$ cat config.mk
export PLATFORM = sky130hd
export DESIGN_NAME = fetch_unit_flat
export DESIGN_NICKNAME = d
export VERILOG_FILES = /design/src/rtl/fetch_unit_if.sv /design/src/rtl/fetch_unit.sv /design/src/flat_wrapper.sv
export SDC_FILE = /design/constraint.sdc
export NUM_CORES = 1
export LEC_CHECK = 0
export CAP_MARGIN = 10
export CELL_PAD_IN_SITES_DETAIL_PLACEMENT = 1
export CELL_PAD_IN_SITES_GLOBAL_PLACEMENT = 1
export CORE_UTILIZATION = 42
export CTS_CLUSTER_DIAMETER = 50
export CTS_CLUSTER_SIZE = 10
export DETAILED_ROUTE_END_ITERATION = 12
export DONT_BUFFER_PORTS = 1
export GPL_TIMING_DRIVEN = 1
export MAX_ROUTING_LAYER = met4
export PLACE_DENSITY = 0.87
export SLEW_MARGIN = 20
export SYNTH_ARGS = -nofsm -noshare
export SYNTH_HDL_FRONTEND = slang
export SYNTH_SLANG_ARGS = --single-unit
export TNS_END_PERCENT = 50
$ cat constraint.sdc
create_clock -name clk -period 1.4 [get_ports clk]
set_input_delay 0.14 -clock clk [delete_from_list [all_inputs] [get_ports clk]]
set_output_delay 0.14 -clock clk [all_outputs]
set_load 0.005 [all_outputs]
$ cat src/rtl/fetch_unit_if.sv
// rtl/fetch_unit_if.sv - fetch unit bus: write-back redirect/halt, instruction memory port, decode-side outputs
interface fetch_unit_if;
    logic        loadPC;
    logic [5:0]  address;
    logic        HALTED;
    logic        stall;
    logic [15:0] instr_in;
    logic [5:0]  instr_addr;
    logic [15:0] instr_out;
    logic        instr_valid;
    logic [5:0]  pc_out;
    logic        halted_out;
    logic [15:0] fetch_count;

    // master is the fetch unit itself; slave is the surrounding pipeline and memory
    modport master (
        input  loadPC, address, HALTED, stall, instr_in,
        output instr_addr, instr_out, instr_valid, pc_out, halted_out, fetch_count
    );

    modport slave (
        output loadPC, address, HALTED, stall, instr_in,
        input  instr_addr, instr_out, instr_valid, pc_out, halted_out, fetch_count
    );
endinterface

$ cat src/rtl/fetch_unit.sv
// rtl/fetch_unit.sv - instruction fetch with one-cycle synchronous memory, stall, redirect flush and halt
module fetch_unit (
    input  logic         clk,
    input  logic         reset,
    fetch_unit_if.master bus
);
    typedef enum logic [1:0] {ST_RUN, ST_FLUSH, ST_HALT} state_t;

    state_t      r_state;
    logic [5:0]  r_pc;
    logic [5:0]  r_req_pc;
    logic        r_req_valid;
    logic [15:0] r_instr_out;
    logic [5:0]  r_pc_out;
    logic        r_instr_valid;
    logic        r_halted;
    logic [15:0] r_fetch_count;
    logic        w_stall_eff;

    // A stall only matters while an instruction is actually being held for decode.
    assign w_stall_eff     = bus.stall & r_instr_valid;
    // Re-issue the in-flight address while stalled so instr_in still carries it on release.
    assign bus.instr_addr  = w_stall_eff ? r_req_pc : r_pc;
    assign bus.instr_out   = r_instr_out;
    assign bus.instr_valid = r_instr_valid;
    assign bus.pc_out      = r_pc_out;
    assign bus.halted_out  = r_halted;
    assign bus.fetch_count = r_fetch_count;

    always_ff @(posedge clk) begin
        if (reset) begin
            r_state       <= ST_RUN;
            r_pc          <= 6'd0;
            r_req_pc      <= 6'd0;
            r_req_valid   <= 1'b0;
            r_instr_out   <= 16'd0;
            r_pc_out      <= 6'd0;
            r_instr_valid <= 1'b0;
            r_halted      <= 1'b0;
            r_fetch_count <= 16'd0;
        end else if (r_state != ST_HALT) begin
            if (bus.HALTED == 1'b1) begin
                r_state       <= ST_HALT;
                r_instr_valid <= 1'b0;
                r_req_valid   <= 1'b0;
                r_halted      <= 1'b1;
            end else if (bus.loadPC == 1'b1) begin
                r_state       <= ST_FLUSH;
                r_pc          <= bus.address;
                r_req_valid   <= 1'b0;
                r_instr_valid <= 1'b0;
            end else if (r_state == ST_FLUSH) begin
                r_state       <= ST_RUN;
                r_req_pc      <= r_pc;
                r_req_valid   <= 1'b1;
                r_pc          <= r_pc + 6'd1;
                r_instr_valid <= 1'b0;
            end else if (!w_stall_eff) begin
                r_req_pc    <= r_pc;
                r_req_valid <= 1'b1;
                r_pc        <= r_pc + 6'd1;
                if (r_req_valid) begin
                    r_instr_out   <= bus.instr_in;
                    r_pc_out      <= r_req_pc;
                    r_instr_valid <= 1'b1;
                    if (r_fetch_count != 16'hFFFF) begin
                        r_fetch_count <= r_fetch_count + 16'd1;
                    end
                end else begin
                    r_instr_valid <= 1'b0;
                end
            end
        end
    end
endmodule
$ cat src/flat_wrapper.sv
// flat-port wrapper written by rule: the top's interface ports become plain ports
module fetch_unit_flat 
  (clk, reset, bus_loadPC, bus_address, bus_HALTED, bus_stall, bus_instr_in, bus_instr_addr, bus_instr_out, bus_instr_valid, bus_pc_out, bus_halted_out, bus_fetch_count);
  fetch_unit_if bus_i ();
  input  logic clk;
  input  logic reset;
  input wire logic [$bits(bus_i.loadPC)-1:0] bus_loadPC;
  input wire logic [$bits(bus_i.address)-1:0] bus_address;
  input wire logic [$bits(bus_i.HALTED)-1:0] bus_HALTED;
  input wire logic [$bits(bus_i.stall)-1:0] bus_stall;
  input wire logic [$bits(bus_i.instr_in)-1:0] bus_instr_in;
  output wire logic [$bits(bus_i.instr_addr)-1:0] bus_instr_addr;
  output wire logic [$bits(bus_i.instr_out)-1:0] bus_instr_out;
  output wire logic [$bits(bus_i.instr_valid)-1:0] bus_instr_valid;
  output wire logic [$bits(bus_i.pc_out)-1:0] bus_pc_out;
  output wire logic [$bits(bus_i.halted_out)-1:0] bus_halted_out;
  output wire logic [$bits(bus_i.fetch_count)-1:0] bus_fetch_count;
  assign bus_i.loadPC = bus_loadPC;
  assign bus_i.address = bus_address;
  assign bus_i.HALTED = bus_HALTED;
  assign bus_i.stall = bus_stall;
  assign bus_i.instr_in = bus_instr_in;
  assign bus_instr_addr = bus_i.instr_addr;
  assign bus_instr_out = bus_i.instr_out;
  assign bus_instr_valid = bus_i.instr_valid;
  assign bus_pc_out = bus_i.pc_out;
  assign bus_halted_out = bus_i.halted_out;
  assign bus_fetch_count = bus_i.fetch_count;
  fetch_unit u_core (.clk(clk), .reset(reset), .bus(bus_i));
endmodule
==> out/results.txt <==
status: finished, violations left
failing checks: negative hold slack, negative setup slack
FF-to-FF path depth: 7
Final Util: 0.5767
TritonCTS clock tree: built
die area: 6488 sq um
Multi-input gate area: 1585 sq um
number of hold buffers added after cts: 1
Hold Path Depth: 1
commonest non-fill, non-tap cell in the layout: nand2_1
dpl cells: 386
RSZ-0062 raised after global routing: true
first-pass GRT wire length: 11660 microns
total power: 2.918 mW
worst-path fanout max: 6
largest cells by area after synthesis: dfxtp_1 42%, nand2_1 7.4%, a21oi_1 5.4%
Tmin final: 1.592 ns
share of cells above drive strength 1: 0.3580
total track usage: 0.2400
hpwl dp: 4969 microns
WS Path Type: reg2reg
WL final: 7450 microns
number of diodes: 0
endpoint class of the critical path: flop
post-synth top area share: 0.4249
H-tree levels: 2
count of final hold-check violations: 55
actual slew at the worst max-slew pin: 0.2976 ns
DRT iter0 DRCs: 61
Max VDD drop: 0.5567 mV
Synth Net Count: 318
overall via count from detail_route: 2292
worst setup margin: -0.1925 ns
#FFs+latches synth: 55
Sink Count: 55
fin crit share: 1.137
Max-Cap Viols: 0
nets: 366
Final setup viols: 33
Num CTS Buffers: 5
synth-to-layout area growth: 31.77%
# IOs: 73
Peak Freq: 627.9 MHz
Gate Count Post-Synth: 289
count of flip-flops with a built-in enable after synthesis: 0
antenna-violating nets left: 0
non-filler cells, final: 413
number of fill cells: 667
Starting Density: 0.4377
syn_area_per_cell: 8.966 sq um
GR Overflow Total: 0
Root Driver: clkbuf_8
async set-or-reset flop fraction in the synthesized netlist: 0
most frequent cells in the layout: 51 x nand2_1, 47 x buf_4, 46 x dfxtp_1
Placer Congestion: 0.8002
die height: 80.55 microns
clk_skew: 0.002164 ns
Worst-Skew Late Latency: 0.31 ns
clock transition at the registers of the reported paths: 0.10 ns
CP startpoint kind: flop
Hold WC Path Type: in2reg
yosys warns: 0
top_reg_cell synth: dfxtp_1
pwr dens: 854.6 nW/um^2
Post-Syn Area: 2591 sq um
Site Rows: 28
WHS: -0.1129 ns
worst path required time: 1.63 ns
Yosys cell types: 50
Synth area leader: dfxtp_1
initial antenna violation count: 0
PortBufs: 0
Die Width: 80.55 microns
Worst slew margin: 0.7959
Sequential Area: 1127 sq um
wire per inst: 18.04 microns
Longest Clk Path Bufs: 2
max-slew violations: 0
vias per inst: 5.550
drt drc: 0
largest net degree at the start of global routing: 56
CORE AREA: 5921 sq um
cell leakage power: 1.240 nW
Setup TNS: -3.137 ns
post-synthesis sequential area ratio: 0.4249
vias in the first global route: 2471
1st-pass router iterations: 4
Arr. time, crit path: 1.82 ns
==> Yosys cell counts, drive strengths merged (2+ instances only) <==
master	n
buf	11
o21ai	6
clkbuf	6
xnor2	10
inv	2
mux2	6
a22oi	4
nor2	37
nand2	53
nor3	4
mux2i	11
nand2b	2
nor2b	2
and4	3
ha	2
a21oi	29
nand4	5
and3	5
nor4	6
nand3	9
dfxtp	55
a22o	3
xor2	2
a211oi	5
==> flip-flops by register name, indices dropped and copies added (netlist names) <==
name / flops
u_core.bus.fetch_count: 16
u_core.bus.instr_out: 16
u_core.bus.pc_out: 6
u_core.r_pc: 6
u_core.r_req_pc: 6
u_core.r_state: 2
u_core.bus.halted_out: 1
u_core.bus.instr_valid: 1
u_core.r_req_valid: 1
==> repair_timing <==
| item | in CTS | in global routing |
|---|---|---|
| hold endpoints to repair | 55 | 55 |
| setup endpoints to repair | 56 | 56 |
| buffers inserted | 8 | 9 |
| pin swaps | 13 | 15 |
| gates cloned | 1 | 0 |
| gates resized for setup | 26 | 16 |
==> per-layer routing <==
layer / GRT usage / vias to the layer above / wire length [microns]
li1: - / 1095 / -
met1: 0.2552 / 1129 / 2999
met2: 0.4466 / 57 / 3978
met3: 0.05114 / 11 / 371
met4: 0.06250 / 0 / 101
met5: - / - / 0
==> final cells by class <==
cell class | instances | area share
clock buffer | 7 | 0.03151
tap | 75 | 0.02748
sequential | 55 | 0.3302
inverter | 2 | 0.002199
timing repair buffer | 58 | 0.1429
multi-input combinational | 215 | 0.4643
clock inverter | 1 | 0.001466
==> power by group <==
group	internal, mW	total [mW]	switching (mW)
Clock	0.508	1.05	0.537
Combinational	0.135	0.249	0.114
Sequential	1.59	1.62	0.0380
Total	2.23	2.92	0.689
==> cells by family (layout without fill, tap and decap cells) <==
kind of cell / after synthesis / in the layout / synth area share
AND/OR/NAND/NOR: 133 / 133 / 0.2805
multiplexers: 17 / 17 / 0.06857
XOR/XNOR: 12 / 12 / 0.04781
adder cells (fa/ha/maj): 2 / 2 / 0.009656
flip-flops: 55 / 55 / 0.4249
AO/OA/AOI/OAI: 51 / 51 / 0.1309
buffers and inverters: 19 / 68 / 0.03767
==> per-stage QoR <==
stage | area, sq um | worst slack, ns
floorplan | 2693 | -0.09498
global placement | 2993 | -0.1335
detailed placement | 2993 | -0.2720
CTS | 3277 | -0.1976
global route | 3415 | -0.2646
finish | 3415 | -0.1925
==> worst max-delay path, cell delays in order (launching register included) <==
cell	delay, ns
dfxtp_4	0.38
buf_6	0.13
nor2b_4	0.13
nor4_4	0.35
buf_6	0.18
buf_4	0.13
nor2_4	0.03
a211oi_2	0.18
==> path summary, 6_finish.rpt <==
kind | end | slack [ns] | start
worst max register to register | u_core.r_pc[1] | -0.19 | u_core.r_state[1]
worst min-delay path | u_core.bus.fetch_count[15] | -0.11 | reset
worst max-delay path | u_core.r_pc[1] | -0.19 | u_core.r_state[1]
worst min register to register | u_core.bus.instr_out[8] | 0.47 | u_core.bus.instr_out[8]
Note: power is estimated with default switching activity, not from simulation.
